### src/rtl/voice_cfg_loader_pkg.sv
// Shared command encodings, FSM state type and per-command byte counts for the voice loader.
package voice_cfg_pkg;

  localparam logic [1:0] CMD_WR_TW  = 2'b00;
  localparam logic [1:0] CMD_WR_SEL = 2'b01;
  localparam logic [1:0] CMD_WR_ALL = 2'b10;
  localparam logic [1:0] CMD_CLR    = 2'b11;

  typedef enum logic [2:0] {
    IDLE   = 3'd0,
    D0     = 3'd1,
    D1     = 3'd2,
    D2     = 3'd3,
    COMMIT = 3'd4
  } state_t;

  function automatic logic [1:0] bytes_for_cmd(input logic [1:0] cmd);
    case (cmd)
      CMD_WR_TW:  bytes_for_cmd = 2'd2;
      CMD_WR_SEL: bytes_for_cmd = 2'd1;
      CMD_WR_ALL: bytes_for_cmd = 2'd3;
      default:    bytes_for_cmd = 2'd0;
    endcase
  endfunction

  function automatic logic cmd_writes_tw(input logic [1:0] cmd);
    cmd_writes_tw = (cmd != CMD_WR_SEL);
  endfunction

  function automatic logic cmd_writes_sel(input logic [1:0] cmd);
    cmd_writes_sel = (cmd != CMD_WR_TW);
  endfunction

endpackage

### src/rtl/voice_cfg_loader_byte_gap_timer.sv
// Idle-cycle counter between frame bytes; tc is high while the count sits at MAX.
// Registered count, clear has priority over enable.
module byte_gap_timer #(
  parameter int W   = 8,
  parameter int MAX = 255
) (
  input  logic clk,
  input  logic rst,
  input  logic clr,
  input  logic en,
  output logic tc
);

  logic [W-1:0] cnt_q;
  logic [W-1:0] cnt_d;

  always_comb begin
    cnt_d = cnt_q;
    if (clr) begin
      cnt_d = '0;
    end else if (en) begin
      cnt_d = cnt_q + 1'b1;
    end
  end

  always_ff @(posedge clk) begin
    if (rst) begin
      cnt_q <= '0;
    end else begin
      cnt_q <= cnt_d;
    end
  end

  assign tc = (cnt_q == W'(MAX));

endmodule

### src/rtl/voice_cfg_loader.sv
// Byte-serial command loader for DDS voice tuning words and waveform selects.
// Fields are shadowed during a frame and land in the voice registers atomically one cycle after the last byte.
module voice_cfg_loader
  import voice_cfg_pkg::*;
#(
  parameter int NVOICE  = 4,
  parameter int TW      = 16,
  parameter int SELW    = 3,
  parameter int GAP_MAX = 255
) (
  input  logic                     clk,
  input  logic                     rst,
  input  logic [7:0]               in_byte,
  input  logic                     in_valid,
  output logic                     in_ready,
  input  logic                     err_clr,
  output logic [NVOICE*TW-1:0]     tw_flat,
  output logic [NVOICE*SELW-1:0]   sel_flat,
  output logic [NVOICE-1:0]        commit,
  output logic                     busy,
  output logic                     err
);

  state_t                  state_q, state_d;
  logic [1:0]              voice_q, voice_d;
  logic [1:0]              cmd_q, cmd_d;
  logic [TW-1:0]           sh_tw_q, sh_tw_d;
  logic [SELW-1:0]         sh_sel_q, sh_sel_d;
  logic [NVOICE*TW-1:0]    tw_q, tw_d;
  logic [NVOICE*SELW-1:0]  sel_q, sel_d;
  logic [NVOICE-1:0]       commit_q, commit_d;
  logic                    ready_q, ready_d;
  logic                    err_q, err_d;

  logic                    xfer;
  logic                    err_set;
  logic                    in_data;
  logic [1:0]              idx;
  logic                    gap_tc;
  logic                    gap_clr;
  logic                    gap_en;

  assign xfer    = in_valid & ready_q;
  assign in_data = (state_q == D0) || (state_q == D1) || (state_q == D2);
  assign gap_clr = !in_data || xfer || gap_tc;
  assign gap_en  = in_data && !xfer;

  byte_gap_timer #(
    .W   (8),
    .MAX (GAP_MAX)
  ) u_gap_timer (
    .clk (clk),
    .rst (rst),
    .clr (gap_clr),
    .en  (gap_en),
    .tc  (gap_tc)
  );

  always_comb begin
    state_d  = state_q;
    voice_d  = voice_q;
    cmd_d    = cmd_q;
    sh_tw_d  = sh_tw_q;
    sh_sel_d = sh_sel_q;
    tw_d     = tw_q;
    sel_d    = sel_q;
    commit_d = '0;
    err_set  = 1'b0;
    idx      = (state_q == D0) ? 2'd0 : (state_q == D1) ? 2'd1 : 2'd2;

    case (state_q)
      IDLE: begin
        if (xfer) begin
          if (in_byte[3:0] != 4'b0000) begin
            err_set = 1'b1;
          end else begin
            voice_d  = in_byte[7:6];
            cmd_d    = in_byte[5:4];
            sh_tw_d  = '0;
            sh_sel_d = '0;
            state_d  = (in_byte[5:4] == CMD_CLR) ? COMMIT : D0;
          end
        end
      end
      D0, D1, D2: begin
        if (xfer) begin
          // Tuning bytes arrive MSB first, so shifting each one in assembles the word.
          case (cmd_q)
            CMD_WR_SEL: sh_sel_d = in_byte[SELW-1:0];
            CMD_WR_ALL: begin
              if (idx == 2'd0) begin
                sh_sel_d = in_byte[SELW-1:0];
              end else begin
                sh_tw_d = {sh_tw_q[TW-9:0], in_byte};
              end
            end
            default:    sh_tw_d = {sh_tw_q[TW-9:0], in_byte};
          endcase
          if ((idx + 2'd1) == bytes_for_cmd(cmd_q)) begin
            state_d = COMMIT;
          end else begin
            state_d = (state_q == D0) ? D1 : D2;
          end
        end else if (gap_tc) begin
          state_d  = IDLE;
          err_set  = 1'b1;
          sh_tw_d  = '0;
          sh_sel_d = '0;
        end
      end
      COMMIT: begin
        if (cmd_writes_tw(cmd_q)) begin
          tw_d[voice_q*TW +: TW] = sh_tw_q;
        end
        if (cmd_writes_sel(cmd_q)) begin
          sel_d[voice_q*SELW +: SELW] = sh_sel_q;
        end
        commit_d[voice_q] = 1'b1;
        state_d = IDLE;
      end
      default: state_d = IDLE;
    endcase

    ready_d = (state_d != COMMIT);
    // A new error in the same cycle as a clear request must survive.
    err_d   = err_set ? 1'b1 : (err_clr ? 1'b0 : err_q);
  end

  always_ff @(posedge clk) begin
    if (rst) begin
      state_q  <= IDLE;
      voice_q  <= '0;
      cmd_q    <= '0;
      sh_tw_q  <= '0;
      sh_sel_q <= '0;
      tw_q     <= '0;
      sel_q    <= '0;
      commit_q <= '0;
      ready_q  <= 1'b0;
      err_q    <= 1'b0;
    end else begin
      state_q  <= state_d;
      voice_q  <= voice_d;
      cmd_q    <= cmd_d;
      sh_tw_q  <= sh_tw_d;
      sh_sel_q <= sh_sel_d;
      tw_q     <= tw_d;
      sel_q    <= sel_d;
      commit_q <= commit_d;
      ready_q  <= ready_d;
      err_q    <= err_d;
    end
  end

  assign in_ready = ready_q;
  assign tw_flat  = tw_q;
  assign sel_flat = sel_q;
  assign commit   = commit_q;
  assign busy     = (state_q != IDLE);
  assign err      = err_q;

endmodule

### config.mk
export PLATFORM = sky130hd
export DESIGN_NAME = voice_cfg_loader
export DESIGN_NICKNAME = d
export VERILOG_FILES = /design/src/rtl/voice_cfg_loader_pkg.sv /design/src/rtl/voice_cfg_loader_byte_gap_timer.sv /design/src/rtl/voice_cfg_loader.sv
export SDC_FILE = /design/constraint.sdc
export NUM_CORES = 1
export LEC_CHECK = 0
export BUFFER_PORTS_ARGS = -buffer_cell sky130_fd_sc_hd__buf_2
export CAP_MARGIN = 0
export CORE_ASPECT_RATIO = 0.7
export CORE_MARGIN = 1.5
export CORE_UTILIZATION = 49
export CTS_BUF_LIST = sky130_fd_sc_hd__clkbuf_16
export DETAILED_ROUTE_END_ITERATION = 10
export PLACE_DENSITY = 0.72
export SETUP_SLACK_MARGIN = 0.05
export SLEW_MARGIN = 20
export SYNTH_ARGS = -nofsm -noshare
export SYNTH_HDL_FRONTEND = slang
export SYNTH_HIERARCHICAL = 1
export SYNTH_SLANG_ARGS = --single-unit
### constraint.sdc
create_clock -name clk -period 3.1 [get_ports clk]
set_input_delay 0.93 -clock clk [delete_from_list [all_inputs] [get_ports clk]]
set_output_delay 0.93 -clock clk [all_outputs]
set_load 0.05 [all_outputs]
* Word-level counts from Yosys, hierarchy flattened
Index checks and enable logic that the tools add are counted.
Word-level totals: output and inout bits 83, input port bits 12, bits in registers 116, memory bits (read-only) 0, bits in latches 0, RAM bits 0, memories kept 0
Cells by class: mux-type cells 38, magnitude comparators 2, equality and inequality tests 18, reductions and logical operators 24, bitwise gates (word level) 3, shift-type cells 4, multiply operators 1, add/subtract/negate cells 4, div/mod/pow operators 0
Operators by type and width (number):
- $mux 16 | 5
- $bwmux 64 | 1
- $pmux 16 s2 | 2
- $shift 16x34->64 const A | 1
- $shiftx 16x34->64 | 1
- $neg 4->34 | 1
- $neg 6->34 | 1
- $shift 3x34->12 const A | 1
- $shiftx 3x34->12 | 1
- $mux 3 | 11
- $pmux 3 s2 | 3
- $bwmux 12 | 1
- $reduce_and 6->1 | 2
- $ne 3x3->1 const B | 3
- $add 8x1->8 const B | 1
- $eq 8x8->1 const B | 1
- $mux 1 | 8
- $mux 2 | 4
- $ne 4x4->1 const B | 2
- $eq 3x2->1 const B | 2
- $pmux 2 s3 | 1
- $reduce_bool 2->1 | 3
- $eq 2x2->1 const B | 2
- $logic_not 2->1 | 2
- other kinds (25) | 34

* Longest topological paths before layout
word-level depth 9, depth in mapped cells 9, gate-level depth less buffers 7

* Hierarchy
The synthesis kept the hierarchy.
Modules (own cells, without submodules):
- voice_cfg_loader | cells an instance 521, times used 1, area each 4391.7 µm²
- byte_gap_timer | cells an instance 40, times used 1, area each 354.1 µm²

* Worst setup path before layout
Ideal clock, no wire load.
kind input port to flip-flop, start point input port in_byte[3], end point register sh_tw_q[6], path buffers 1, setup slack 747 ps, setup time 132 ps, stages 6, data arrival time 2221 ps, cells stage by stage or4_4 or2_4 a21o_2 buf_2 nand3_1 a21oi_1
Between the ends: cells in the longest elaborated chain, start to end 3
RTL lines:
- from (decl) | RTL line voice_cfg_loader.sv:13 | input logic [7:0] in_byte,
- $reduce_bool 4->1 | RTL line voice_cfg_loader.sv:74 | if (in_byte[3:0] != 4'b0000) begin
- $ne 2x2->1 (no line)
- $reduce_and 6->1 (no line)
- to (signal assigned) | RTL line voice_cfg_loader.sv:145 | sh_tw_q <= sh_tw_d;
- to (decl) | RTL line voice_cfg_loader.sv:27 | logic [TW-1:0] sh_tw_q, sh_tw_d;
Every way passes these cells. A chain may end at the register's enable or synchronous reset.

* Final worst setup path
start point register state_q[1], end point output port busy
Between the ends: cells in the longest elaborated chain, start to end 1
RTL lines:
- from (decl) | RTL line voice_cfg_loader.sv:24 | state_t state_q, state_d;
- from (signal assigned) | RTL line voice_cfg_loader.sv:142 | state_q <= state_d;
- $reduce_bool 3->1 | RTL line voice_cfg_loader.sv:159 | assign busy = (state_q != IDLE);
- to (decl) | RTL line voice_cfg_loader.sv:20 | output logic busy,
Every way passes these cells.

==> impl_metrics.tcl <==
set metrics [dict create \
    cts_tree "yes" \
    synth.top_cell.area_share_pct 48.9 \
    maxSlewHeadroom_pct 45.3 \
    synth_common_cells "dfxtp_1 (116), nand3_1 (95), a21oi_1 (94)" \
    initialDrtViolationCount 448 \
    ys.flop_type "dfxtp_1" \
    ys_async_sr_fraction_pct 0 \
    dpl.hpwl_mm 8.71 \
    gp_congestion 0.834 \
    clock_sinks 116 \
    synth.distinct_cells 44 \
    maxCapViolCount 0 \
    h-tree-depth 4 \
    core_region_area_mm2 0.00922 \
    clock.fmax_ghz 0.411 \
    place_inst 745 \
    yosysSeqAreaShare_pct 48.9 \
    p_leak_uw 0.00226 \
    num_rows 29 \
    gr-usage-all-layers_pct 25.6 \
    fin_util_pct 63.1 \
    synth_area_mm2 0.00475 \
    final_cells 777 \
    r2r_setup_slack_ns 0.71 \
    timing.final.crit_share_pct 78.5 \
    grt_setup_unrepaired "false" \
    antenna_found_initial 0 \
    grt_pass1_wl_mm 20.4 \
    syn_inst 561 \
    die-area_mm2 0.0103 \
    cp-start-kind "flop" \
    ys_seq_elements 116 \
    r2r_cells 6 \
    overflow 0 \
    start_util_pct 51.5 \
    startpoint "state_q[1]" \
    status "completed" \
    final_hold_viol_count 0 \
    grt_pass1_vias 3982 \
    setup_slack_ns 0.667 \
    place_ws_ns 0.391 \
    arrival_ns 1.50 \
    dieWidth_um 121 \
    wl_per_cell_um 16.4 \
    grt_max_degree 102 \
    final_max_slew_viol_count 0 \
    yosys_warnings 6 \
    syn_nets 586 \
    clk_latency_ns 0.42 \
    clock-skew-final_ns 0.00881 \
    cts_root_buffer "clkbuf_16" \
    synth_area_leaders "dfxtp_1 (49%), nand3_1 (10%), a21oi_1 (9.9%)" \
    die_h_um 85.3 \
    dr.pass1.iters 5 \
    hold_slack_ns 0.446 \
    setup_viol 0 \
    crit_fanout 13 \
    min_path_type "reg2reg" \
    cts_setup_buffers 0 \
    diodes 0 \
    io_pins 95 \
    nets 665 \
    syn_to_final_growth_pct 22.5 \
    num_vias 4388 \
    fin_setup_tns_ns 0 \
    post-route-min-period_ns 2.43 \
    regToRegStartpoint "voice_q[0]" \
    final_antenna_net_count 0 \
    synth_edf_count 0 \
    portBuffers 94 \
    ctsResizeCount 0 \
    synth_most_common_cell "dfxtp_1" \
    drt-total-wl_mm 12.8 \
    crit-reg2reg-capture "tw_flat[40]" \
    crit_end "busy" \
    cp.required_ns 2.17 \
    synth.avg_cell_area_um2 8.46 \
    drive_gt1_share_pct 21.3 \
    peakVddDrop_uv 493 \
    synth_top_cell_by_area "dfxtp_1" \
    drc 0 \
    setup.worst_path.end_class "output pin" \
    criticalPathCategory "reg2out" \
    cts_buffers 17 \
    viasPerCell 5.65 \
    clkSlewWorstSetupHoldPaths_ns 0.06 \
    cts_buffer_depth 2 \
    cts_hold_buffers 0 \
    p_per_area_mw_per_mm2 611 \
    worst_pin_slew_ns 0.814 \
]
[how the worst min path moves through the flow]
stage | start | endpoint | slack [ns] | cells after the start
after floorplan | u_gap_timer/cnt_q[7] | u_gap_timer/cnt_q[7] | 0.46 | 2
after global placement | tw_flat[5] | tw_flat[5] | 0.44 | 2
after detailed placement | tw_flat[55] | tw_flat[55] | 0.44 | 2
after CTS | tw_flat[14] | tw_flat[14] | 0.45 | 2
after global routing | tw_flat[5] | tw_flat[5] | 0.46 | 2
final | tw_flat[26] | tw_flat[26] | 0.45 | 2
[sequential cells by signal (all words and copies together) (netlist names)]
signal,count
u_gap_timer/cnt_q,8
sh_tw_q,16
cmd_q,2
commit,4
tw_flat,64
in_ready,1
voice_q,2
sel_flat,12
sh_sel_q,3
err,1
state_q,3
[placed cells by master, fill, tap and decap left out, drive strengths merged, types with 2 or more instances in the layout]
cell type,n
dfxtp,116
clkbuf,17
a32o,6
o21bai,2
mux2i,6
a21oi,96
nand3b,2
ha,13
nand3,95
or3b,2
bufinv,4
inv,7
nand2,91
or3,5
nor3,4
buf,101
xor2,3
nor3b,2
clkinv,9
nor2,23
nand4,16
nand2b,3
and2,10
or2,2
o21ai,4
[power by group]
| group | switching, µW | leakage (µW) | internal [µW] |
|---|---|---|---|
| Sequential | 2.13 | 0.000934 | 1490 |
| Clock | 673 | 0.000295 | 1320 |
| Combinational | 49.3 | 0.00103 | 17.5 |
| Total | 724 | 0.00226 | 2830 |
[metal layers]
metal | vias to the layer above | global-route usage [%] | wire [µm]
met4 | 0 | 8.66 | 151
li1 | 2115 | - | -
met3 | 22 | 6.32 | 1080
met2 | 191 | 38.5 | 5530
met1 | 2060 | 36.1 | 5990
met5 | - | 0 | 0
[logic make-up after synthesis]
group | Yosys count | share of synthesized area, %
AO/OA/AOI/OAI | 116 | 13.9
XOR/XNOR | 4 | 0.738
adder cells (fa/ha/maj) | 13 | 3.43
buffers and inverters | 47 | 5.30
flip-flops | 116 | 48.9
multiplexers | 6 | 1.27
AND/OR/NAND/NOR | 259 | 26.5
[metrics by stage]
| stage | cell area (µm²) | total power, µW |
|---|---|---|
| 2_1_floorplan | 4750 | 1570 |
| 3_3_place_gp | 5220 | 1590 |
| 3_5_place_dp | 5220 | 1590 |
| 4_1_cts | 5810 | 3570 |
| 5_1_grt | 5810 | 3650 |
| 6_report | 5810 | 3550 |
[critical path, cell delays in order (launching register included)]
cell and delay, ns:
dfxtp_1 0.41, or3_4 0.44, buf_2 0.23
[area by class of cell]
class | instances | area (µm²)
clock buffer | 17 | 425
clock inverter | 15 | 170
fill | 807 | 3400
inverter | 6 | 22.5
multi-input combinational | 398 | 2180
sequential | 116 | 2320
tap | 124 | 155
timing repair buffer | 101 | 536
Power figures use the tool's default switching activity.
